### src/rtl/hazard_unit_pkg.sv
// Shared pipeline definitions for the hazard unit: widths, forwarding-select and FSM encodings.
package hazard_unit_pkg;

    localparam int unsigned REG_W   = 5;
    localparam int unsigned FWD_W   = 2;
    localparam int unsigned STALL_W = 16;
    localparam int unsigned WAIT_W  = 8;

    typedef enum logic [FWD_W-1:0] {
        FWD_RF  = 2'b00,
        FWD_WB  = 2'b01,
        FWD_MEM = 2'b10
    } fwd_e;

    typedef enum logic {
        RUN     = 1'b0,
        MEMWAIT = 1'b1
    } hz_state_e;

    // r0 is hardwired to zero, so it never carries a dependency
    function automatic logic reg_match(input logic [REG_W-1:0] a, input logic [REG_W-1:0] b);
        return (a == b) && (a != '0);
    endfunction

endpackage

### src/rtl/hazard_unit_if.sv
// Pipeline <-> hazard unit signal bundle; slave is the hazard unit, master the pipeline.
interface hazard_unit_if;
    import hazard_unit_pkg::*;

    logic [REG_W-1:0]   id_RegisterRs;
    logic [REG_W-1:0]   id_RegisterRt;
    logic [REG_W-1:0]   exe_RegisterRs;
    logic [REG_W-1:0]   exe_RegisterRt;
    logic [REG_W-1:0]   exe_WriteReg;
    logic               exe_MemRead;
    logic               exe_RegWrite;
    logic               exe_BranchTaken;
    logic [REG_W-1:0]   mem_WriteReg;
    logic               mem_RegWrite;
    logic               mem_MemRead;
    logic               mem_MemWrite;
    logic [REG_W-1:0]   wb_WriteReg;
    logic               wb_RegWrite;
    logic               dmem_ready;

    logic               stall_front;
    logic               idex_bubble;
    logic               flush_ifid;
    logic               freeze_all;
    logic               dmem_req;
    fwd_e               fwd_a;
    fwd_e               fwd_b;
    hz_state_e          hz_state;
    logic [STALL_W-1:0] stall_cnt;
    logic               err_timeout;

    modport master (
        output id_RegisterRs, id_RegisterRt, exe_RegisterRs, exe_RegisterRt, exe_WriteReg,
               exe_MemRead, exe_RegWrite, exe_BranchTaken, mem_WriteReg, mem_RegWrite,
               mem_MemRead, mem_MemWrite, wb_WriteReg, wb_RegWrite, dmem_ready,
        input  stall_front, idex_bubble, flush_ifid, freeze_all, dmem_req,
               fwd_a, fwd_b, hz_state, stall_cnt, err_timeout
    );

    modport slave (
        input  id_RegisterRs, id_RegisterRt, exe_RegisterRs, exe_RegisterRt, exe_WriteReg,
               exe_MemRead, exe_RegWrite, exe_BranchTaken, mem_WriteReg, mem_RegWrite,
               mem_MemRead, mem_MemWrite, wb_WriteReg, wb_RegWrite, dmem_ready,
        output stall_front, idex_bubble, flush_ifid, freeze_all, dmem_req,
               fwd_a, fwd_b, hz_state, stall_cnt, err_timeout
    );

endinterface

### src/rtl/hazard_unit_fwd_sel.sv
// One ALU operand bypass select; MEM result wins over WB when both match.
module hazard_unit_fwd_sel
    import hazard_unit_pkg::*;
(
    input  logic             en,
    input  logic [REG_W-1:0] src_reg,
    input  logic [REG_W-1:0] mem_write_reg,
    input  logic             mem_reg_write,
    input  logic [REG_W-1:0] wb_write_reg,
    input  logic             wb_reg_write,
    output fwd_e             sel_c
);

    always_comb begin
        sel_c = FWD_RF;
        if (en) begin
            if (mem_reg_write && reg_match(mem_write_reg, src_reg)) begin
                sel_c = FWD_MEM;
            end else if (wb_reg_write && reg_match(wb_write_reg, src_reg)) begin
                sel_c = FWD_WB;
            end
        end
    end

endmodule

### src/rtl/hazard_unit.sv
// Pipeline hazard unit: bypass selects, load-use/branch control, data-memory wait FSM.
// HAZARD_FORWARD_EN defined enables bypassing; undefined stalls on every EXE/MEM dependency.
module hazard_unit
    import hazard_unit_pkg::*;
(
    input  logic         clk,
    input  logic         rst,
    hazard_unit_if.slave hz
);

    localparam logic [WAIT_W-1:0] WAIT_MAX = '1;

    hz_state_e          state;
    logic [WAIT_W-1:0]  wait_cnt;
    logic [STALL_W-1:0] stall_cnt_q;
    logic               err_q;

    logic data_hazard_c;
    logic dmem_req_c;
    logic freeze_c;
    logic stall_front_c;
    logic idex_bubble_c;
    logic flush_ifid_c;
    fwd_e fwd_a_c;
    fwd_e fwd_b_c;

`ifdef HAZARD_FORWARD_EN
    localparam logic FWD_ON = 1'b1;

    // Only a load in EXE cannot be bypassed in time
    assign data_hazard_c = hz.exe_MemRead &&
                           (reg_match(hz.exe_WriteReg, hz.id_RegisterRs) ||
                            reg_match(hz.exe_WriteReg, hz.id_RegisterRt));
`else
    localparam logic FWD_ON = 1'b0;

    // No bypass: wait out any pending EXE/MEM write; WB is covered by the write-first register file
    assign data_hazard_c = (hz.exe_RegWrite &&
                            (reg_match(hz.exe_WriteReg, hz.id_RegisterRs) ||
                             reg_match(hz.exe_WriteReg, hz.id_RegisterRt))) ||
                           (hz.mem_RegWrite &&
                            (reg_match(hz.mem_WriteReg, hz.id_RegisterRs) ||
                             reg_match(hz.mem_WriteReg, hz.id_RegisterRt)));
`endif

    hazard_unit_fwd_sel u_fwd_a (
        .en            (FWD_ON),
        .src_reg       (hz.exe_RegisterRs),
        .mem_write_reg (hz.mem_WriteReg),
        .mem_reg_write (hz.mem_RegWrite),
        .wb_write_reg  (hz.wb_WriteReg),
        .wb_reg_write  (hz.wb_RegWrite),
        .sel_c         (fwd_a_c)
    );

    hazard_unit_fwd_sel u_fwd_b (
        .en            (FWD_ON),
        .src_reg       (hz.exe_RegisterRt),
        .mem_write_reg (hz.mem_WriteReg),
        .mem_reg_write (hz.mem_RegWrite),
        .wb_write_reg  (hz.wb_WriteReg),
        .wb_reg_write  (hz.wb_RegWrite),
        .sel_c         (fwd_b_c)
    );

    // Control priority: memory freeze, then taken branch, then data hazard
    always_comb begin
        dmem_req_c    = (state == MEMWAIT) || hz.mem_MemRead || hz.mem_MemWrite;
        freeze_c      = dmem_req_c && !hz.dmem_ready;
        stall_front_c = 1'b0;
        idex_bubble_c = 1'b0;
        flush_ifid_c  = 1'b0;
        if (freeze_c) begin
            stall_front_c = 1'b1;
        end else if (hz.exe_BranchTaken) begin
            flush_ifid_c  = 1'b1;
            idex_bubble_c = 1'b1;
        end else if (data_hazard_c) begin
            stall_front_c = 1'b1;
            idex_bubble_c = 1'b1;
        end
    end

    // Wait FSM, timeout watchdog and stall statistics
    always_ff @(posedge clk) begin
        if (!rst) begin
            state       <= RUN;
            wait_cnt    <= '0;
            stall_cnt_q <= '0;
            err_q       <= 1'b0;
        end else begin
            case (state)
                RUN:     if (freeze_c)      state <= MEMWAIT;
                MEMWAIT: if (hz.dmem_ready) state <= RUN;
            endcase

            if ((state == MEMWAIT) && !hz.dmem_ready) begin
                if (wait_cnt != WAIT_MAX) wait_cnt <= wait_cnt + WAIT_W'(1);
                if (wait_cnt == WAIT_MAX - WAIT_W'(1)) err_q <= 1'b1;
            end else begin
                wait_cnt <= '0;
            end

            if (stall_front_c && (stall_cnt_q != '1)) begin
                stall_cnt_q <= stall_cnt_q + STALL_W'(1);
            end
        end
    end

    assign hz.stall_front = stall_front_c;
    assign hz.idex_bubble = idex_bubble_c;
    assign hz.flush_ifid  = flush_ifid_c;
    assign hz.freeze_all  = freeze_c;
    assign hz.dmem_req    = dmem_req_c;
    assign hz.fwd_a       = fwd_a_c;
    assign hz.fwd_b       = fwd_b_c;
    assign hz.hz_state    = state;
    assign hz.stall_cnt   = stall_cnt_q;
    assign hz.err_timeout = err_q;

endmodule

### src/flat_wrapper.sv
// flat-port wrapper written by rule: the top's interface ports become plain ports
module hazard_unit_flat import hazard_unit_pkg::*;
  (clk, rst, hz_id_RegisterRs, hz_id_RegisterRt, hz_exe_RegisterRs, hz_exe_RegisterRt, hz_exe_WriteReg, hz_exe_MemRead, hz_exe_RegWrite, hz_exe_BranchTaken, hz_mem_WriteReg, hz_mem_RegWrite, hz_mem_MemRead, hz_mem_MemWrite, hz_wb_WriteReg, hz_wb_RegWrite, hz_dmem_ready, hz_stall_front, hz_idex_bubble, hz_flush_ifid, hz_freeze_all, hz_dmem_req, hz_fwd_a, hz_fwd_b, hz_hz_state, hz_stall_cnt, hz_err_timeout);
  hazard_unit_if hz_i ();
  input  logic clk;
  input  logic rst;
  input wire logic [$bits(hz_i.id_RegisterRs)-1:0] hz_id_RegisterRs;
  input wire logic [$bits(hz_i.id_RegisterRt)-1:0] hz_id_RegisterRt;
  input wire logic [$bits(hz_i.exe_RegisterRs)-1:0] hz_exe_RegisterRs;
  input wire logic [$bits(hz_i.exe_RegisterRt)-1:0] hz_exe_RegisterRt;
  input wire logic [$bits(hz_i.exe_WriteReg)-1:0] hz_exe_WriteReg;
  input wire logic [$bits(hz_i.exe_MemRead)-1:0] hz_exe_MemRead;
  input wire logic [$bits(hz_i.exe_RegWrite)-1:0] hz_exe_RegWrite;
  input wire logic [$bits(hz_i.exe_BranchTaken)-1:0] hz_exe_BranchTaken;
  input wire logic [$bits(hz_i.mem_WriteReg)-1:0] hz_mem_WriteReg;
  input wire logic [$bits(hz_i.mem_RegWrite)-1:0] hz_mem_RegWrite;
  input wire logic [$bits(hz_i.mem_MemRead)-1:0] hz_mem_MemRead;
  input wire logic [$bits(hz_i.mem_MemWrite)-1:0] hz_mem_MemWrite;
  input wire logic [$bits(hz_i.wb_WriteReg)-1:0] hz_wb_WriteReg;
  input wire logic [$bits(hz_i.wb_RegWrite)-1:0] hz_wb_RegWrite;
  input wire logic [$bits(hz_i.dmem_ready)-1:0] hz_dmem_ready;
  output wire logic [$bits(hz_i.stall_front)-1:0] hz_stall_front;
  output wire logic [$bits(hz_i.idex_bubble)-1:0] hz_idex_bubble;
  output wire logic [$bits(hz_i.flush_ifid)-1:0] hz_flush_ifid;
  output wire logic [$bits(hz_i.freeze_all)-1:0] hz_freeze_all;
  output wire logic [$bits(hz_i.dmem_req)-1:0] hz_dmem_req;
  output wire logic [$bits(hz_i.fwd_a)-1:0] hz_fwd_a;
  output wire logic [$bits(hz_i.fwd_b)-1:0] hz_fwd_b;
  output wire logic [$bits(hz_i.hz_state)-1:0] hz_hz_state;
  output wire logic [$bits(hz_i.stall_cnt)-1:0] hz_stall_cnt;
  output wire logic [$bits(hz_i.err_timeout)-1:0] hz_err_timeout;
  assign hz_i.id_RegisterRs = hz_id_RegisterRs;
  assign hz_i.id_RegisterRt = hz_id_RegisterRt;
  assign hz_i.exe_RegisterRs = hz_exe_RegisterRs;
  assign hz_i.exe_RegisterRt = hz_exe_RegisterRt;
  assign hz_i.exe_WriteReg = hz_exe_WriteReg;
  assign hz_i.exe_MemRead = hz_exe_MemRead;
  assign hz_i.exe_RegWrite = hz_exe_RegWrite;
  assign hz_i.exe_BranchTaken = hz_exe_BranchTaken;
  assign hz_i.mem_WriteReg = hz_mem_WriteReg;
  assign hz_i.mem_RegWrite = hz_mem_RegWrite;
  assign hz_i.mem_MemRead = hz_mem_MemRead;
  assign hz_i.mem_MemWrite = hz_mem_MemWrite;
  assign hz_i.wb_WriteReg = hz_wb_WriteReg;
  assign hz_i.wb_RegWrite = hz_wb_RegWrite;
  assign hz_i.dmem_ready = hz_dmem_ready;
  assign hz_stall_front = hz_i.stall_front;
  assign hz_idex_bubble = hz_i.idex_bubble;
  assign hz_flush_ifid = hz_i.flush_ifid;
  assign hz_freeze_all = hz_i.freeze_all;
  assign hz_dmem_req = hz_i.dmem_req;
  assign hz_fwd_a = hz_i.fwd_a;
  assign hz_fwd_b = hz_i.fwd_b;
  assign hz_hz_state = hz_i.hz_state;
  assign hz_stall_cnt = hz_i.stall_cnt;
  assign hz_err_timeout = hz_i.err_timeout;
  hazard_unit u_core (.clk(clk), .rst(rst), .hz(hz_i));
endmodule
### config.mk
export PLATFORM = sky130hd
export DESIGN_NAME = hazard_unit_flat
export DESIGN_NICKNAME = d
export VERILOG_FILES = /design/src/rtl/hazard_unit_pkg.sv /design/src/rtl/hazard_unit_if.sv /design/src/rtl/hazard_unit_fwd_sel.sv /design/src/rtl/hazard_unit.sv /design/src/flat_wrapper.sv
export SDC_FILE = /design/constraint.sdc
export NUM_CORES = 1
export LEC_CHECK = 0
export CAP_MARGIN = 20
export CORE_MARGIN = 8
export CORE_UTILIZATION = 40
export CTS_CLUSTER_SIZE = 10
export DETAILED_ROUTE_END_ITERATION = 10
export GPL_TIMING_DRIVEN = 0
export MAX_ROUTING_LAYER = met4
export PLACE_DENSITY = 0.83
export SYNTH_ARGS = -nofsm -noshare
export SYNTH_HDL_FRONTEND = slang
export SYNTH_HIERARCHICAL = 1
export SYNTH_SLANG_ARGS = --single-unit
### constraint.sdc
create_clock -name clk -period 2 [get_ports clk]
set_input_delay 0.2 -clock clk [delete_from_list [all_inputs] [get_ports clk]]
set_output_delay 0.2 -clock clk [all_outputs]
set_load 0.05 [all_outputs]
## After elaboration in Yosys (flattened, before gate mapping)

Cells that the tools add are included.

- Register bits after elaboration: 26
- Input bits: 45
- Output and inout port bits: 27
- Word-level logic and storage cells: 43

- Mux-type cells: 10
- Add/subtract/negate cells: 2
- Reductions and logical operators: 19
- Bitwise gates (word level): 1
- Equal/unequal tests: 7

Operators by type and width:

| kind | number |
|---|---|
| 5-bit equality test | 4 |
| 16-bit by 1-bit adder with 16-bit output, second input constant | 1 |
| 16-bit inequality test, second input constant | 1 |
| 5-bit nonzero test | 2 |
| 1-bit logical AND | 9 |
| 1-bit two-way mux | 9 |
| 8-bit by 1-bit adder with 8-bit output, second input constant | 1 |
| 8-bit equality test, second input constant | 1 |
| 8-bit inequality test, second input constant | 1 |
| 1-bit logical OR | 5 |
| 2-bit AND reduction | 2 |
| 1-bit one-hot mux with 2 select lines | 1 |
| 1-bit zero test | 1 |
| 1-bit NOT | 1 |

## Logic depth before layout (Yosys ltp)

- Depth in word-level cells: 9
- Depth in mapped cells: 8
- Depth with buffers taken out: 7

## Modules after synthesis

The synthesis kept the hierarchy.

Modules (own cells, without submodules):

| module | cells an instance | sequential area each (um2) | instances | area each (um2) |
|---|---|---|---|---|
| hazard_unit | 187 | 520.5 | 1 | 1574.0 |
| hazard_unit_fwd_sel | 20 | 0.0 | 2 | 142.6 |

## Least setup slack after synthesis

Ideal clock, no wire load.

- Path kind: register to register
- Start point: register u_core.state (netlist: u_core/hz.hz_state)
- End point: register u_core.stall_cnt_q[5] (netlist: u_core/hz.stall_cnt[5])
- Period minus slack after synthesis: 2.850 ns
- Buffers on the path: 1
- Setup slack: -0.850 ns
- Data arrival time: 2.736 ns
- Stages on the path, launching flop included: 9
- Data required time: 1.885 ns
- Setup time: 0.115 ns
- Cell sequence: dfxtp_1 > nor3_1 > nor2_1 > o21ai_0 > o41ai_4 > nor2_2 > buf_2 > o31a_1 > o21a_1

- Longest elaborated chain between the ends: 5

Ends and longest elaborated chain:

| what | line | text |
|---|---|---|
| from (decl) | hazard_unit.sv:13 | `hz_state_e state;` |
| from (signal assigned) | hazard_unit.sv:87 | `state <= RUN;` |
| from (signal assigned) | hazard_unit.sv:93 | `RUN: if (freeze_c) state <= MEMWAIT;` |
| from (signal assigned) | hazard_unit.sv:94 | `MEMWAIT: if (hz.dmem_ready) state <= RUN;` |
| 1-bit logical OR (2 in a row) | hazard_unit.sv:68 | `dmem_req_c = (state == MEMWAIT) \|\| hz.mem_MemRead \|\| hz.mem_MemWrite;` |
| 1-bit logical AND | hazard_unit.sv:69 | `freeze_c = dmem_req_c && !hz.dmem_ready;` |
| via hz_freeze_all | flat_wrapper.sv:25 | `output wire logic [$bits(hz_i.freeze_all)-1:0] hz_freeze_all;` |
| 1-bit two-way mux | hazard_unit.sv:73 | `if (freeze_c) begin` |
| 1-bit logical AND | hazard_unit.sv:104 | `if (stall_front_c && (stall_cnt_q != '1)) begin` |
| to (signal assigned) | hazard_unit.sv:105 | `stall_cnt_q <= stall_cnt_q + STALL_W'(1);` |
| to (decl) | hazard_unit.sv:15 | `logic [STALL_W-1:0] stall_cnt_q;` |

The timed path passes the listed nets, and every way through them passes these cells.
A chain may end at the register's enable or synchronous reset.

## Final worst setup path

- Start point: register u_core.stall_cnt_q[8] (netlist: u_core/hz.stall_cnt[8])
- End point: register u_core.stall_cnt_q[7] (netlist: u_core/hz.stall_cnt[7])

- Longest elaborated chain between the ends: 2

Ends and longest elaborated chain:

| what | line |
|---|---|
| 16-bit inequality test | hazard_unit.sv:104 |
| 1-bit logical AND | hazard_unit.sv:104 |

Every way passes these cells.

==> metrics.txt <==
ys flop type dfxtp_1; CP endpoint kind flip-flop; Avg Inst Size Synth 8.19 µm²; hold_ws 0.473 ns; critical-path cell list and4_4 -> nand4_1 -> buf_4 -> nor2_4 -> o41ai_4 -> o211ai_2 -> or3_1 -> a21oi_1; Inserted Diodes 0; Clk pin slew, worst setup/hold paths 0.09 ns; Hold Path Depth 2; CP Launch Type flip-flop; grt ovf 0; CP bufs+invs 1; PD cells 417 mW/mm²; Final setup viols 9; GRT Util Overall 0.166; Slew Limit Headroom -0.00251; die height 84.2 µm; io pins 72; CP max stage delay 0.46 ns; Die ar. 0.00709 mm²; Final WS setup -0.180 ns; peak supply drop 0.416 mV; CTS tree yes; MaxCap Viol Count 0; largest net degree at the start of global routing 15; Post-Syn Area 0.00186 mm²; Worst-Skew Late Latency 0.26 ns; Slew @ Worst Pin 1.49 ns; Root Driver clkbuf_8; CP max stage cell o41ai_4; flops & latches, synth 26; worst min-delay path class flip-flop to flip-flop; number of cells on the critical path 8; CP arrival between 2 and 2.5 ns; Sequential Power Share 0.417; skew final 0.00166 ns; crit path kind flip-flop to flip-flop; Switch Pwr approximately 380 µW; Post-synth EDFFs 0; routed len/inst approximately 17 µm; min cycle time layout 2.18 ns; part of the cycle the worst path needs 1.09; register area share after synthesis 0.280; Longest Clk Path Bufs 2; Hold Vio Cnt, Final 0; crit-path leading delay family compound AO/OA/AOI/OAI gates; hold-fix buffers at CTS 0; layout cells sized above 1 0.244; Antenna Nets Post-Route 0; fillers 367; final wirelength around 6600 µm; final core occ 0.656; area of the core 0.00460 mm²; P_int 877 µW; Die W 84.2 µm; vias in the first global route 2087; footprint of the multi-input gates around 0.0014 mm²; FF/Latch Area 558 µm²; via count between 2k and 2.5k; Leak 0.00117 µW; Crit path required time 2.19 ns; Max Fclk 0.459 GHz; Max H-tree Level 1; Sw Ratio 0.302; Clock power frac 0.267; synthesis-to-finish area growth 62.2%; global-route wire length before repair 9660 µm; Residual DRC 0; Post-Syn Instances 227; Clock Sinks 26; CTS buffer count 3; port bufs between 60 and 70; max-slew violations 1; crit path max fanout 7; initial drt markers 49; Site Rows 25; Starting Density 0.404; Placed Instance Area 0.00265 mm²; initial antenna violation count 0; post-layout instance area 0.00302 mm²; failing checks max-slew violations, negative setup slack; DP Wirelength 4410 µm; RSZ-0062 raised after global routing true; Comb pwr share 0.316; asr flop ratio synth 0; synth unique cells 43; Pre-antenna DRT Iters 4; worst r2r path cells 8; status finished, violations left; Net count, final 373; GP Congestion 0.868; Setup TNS Final -0.807 ns; Ys Warns 6; Via density 5.48
==> metrics by stage <==
stage               instances  total power, µW  setup slack, ns
finish                    378             1260           -0.180
global route              378             1300           -0.235
CTS                       374             1250          -0.0575
detailed placement        350              891            -1.14
global placement          350              885            -1.11
floorplan                 230              721          -0.0730
==> cell usage in the layout (no fill, tap or decap), types with 5 or more instances in the layout <==
master	count
nand2_1	15
and2_1	8
nor3_2	5
inv_1	6
dfxtp_2	6
a21oi_1	8
buf_4	24
dlymetal6s2s_1	10
xnor2_1	21
nand4_1	8
nor2_1	20
or3_1	5
nand3_1	7
clkdlybuf4s50_1	41
dfxtp_4	8
o21ai_0	5
xor2_1	24
o21a_1	5
nor3_1	5
dfxtp_1	12
dlygate4sd2_1	6
==> power groups by stage <==
stage | sequential, µW | combinational (µW) | clock, µW
after global routing | 525 | 419 | 359
after CTS | 524 | 383 | 341
final | 524 | 398 | 335
after floorplan | 560 | 160 | 0
after global placement | 539 | 346 | 0
after detailed placement | 539 | 352 | 0
==> timing repair <==
item	CTS	global route
resized for setup	47	28
pin swaps	20	24
buffers inserted	19	5
endpoints found under the setup margin	21	19
cloned	1	0
==> final cells by class <==
type                            instances  area share
Buffer                                  3     0.00622
Clock buffer                            4      0.0182
Inverter                                8     0.00995
Multi-Input combinational cell        193       0.474
Sequential cell                        26       0.185
Tap cell                               54      0.0224
Timing Repair Buffer                   90       0.284
==> registers in the layout, indices dropped and copies added, names as in the netlist <==
| register | count |
|---|---|
| u_core/hz.stall_cnt | 16 |
| u_core/wait_cnt | 8 |
| u_core/hz.err_timeout | 1 |
| u_core/hz.hz_state | 1 |
==> worst min-delay path, stage by stage, from the launching register on <==
cell and delay, ns:
dfxtp_1 0.33, nor2_1 0.05, nor2_1 0.06
==> logic make-up after synthesis <==
| logic type | count (synthesis) | synth area share |
|---|---|---|
| AO/OA/AOI/OAI | 42 | 0.162 |
| buffers and inverters | 11 | 0.0229 |
| adder cells (fa/ha/maj) | 3 | 0.0202 |
| AND/OR/NAND/NOR | 95 | 0.279 |
| multiplexers | 4 | 0.0215 |
| flip-flops | 26 | 0.280 |
| other | 1 | 0.00202 |
| XOR/XNOR | 45 | 0.212 |
==> synth_stat cells (3+ instances only) <==
library cell  number  area share
nor4_1             3       0.010
a21oi_1            9       0.024
nor3_1             9       0.024
nand4_1            8       0.027
nand2_1           15       0.030
o21ai_0            8       0.022
xnor2_1           21       0.099
or4_1              3       0.012
o21a_1             5       0.020
nand2b_1           4       0.013
dfxtp_1           26        0.28
nor2_1            22       0.044
and4_1             3       0.014
o21ai_1            3      0.0081
nand3_1            7       0.019
ha_1               3       0.020
inv_1              7       0.014
mux2i_1            4       0.022
or3_1              5       0.017
xor2_1            24        0.11
and2_1             8       0.027
o211ai_1           3       0.012
==> path summary, 6_finish.rpt <==
path | from | end | slack (ns)
worst min-delay path | u_core/hz.err_timeout | u_core/hz.err_timeout | 0.47
worst min register to register | u_core/hz.err_timeout | u_core/hz.err_timeout | 0.47
worst max register to register | u_core/hz.stall_cnt[8] | u_core/hz.stall_cnt[7] | -0.18
worst max-delay path | u_core/hz.stall_cnt[8] | u_core/hz.stall_cnt[7] | -0.18
==> layer usage <==
metal,vias up,share of wire,GRT usage
li1,996,-,-
met1,969,0.41,0.187
met2,100,0.50,0.300
met3,7,0.073,0.0223
met4,0,0.0081,0.0408
met5,-,0,-
(Power assumes the default switching activity.)
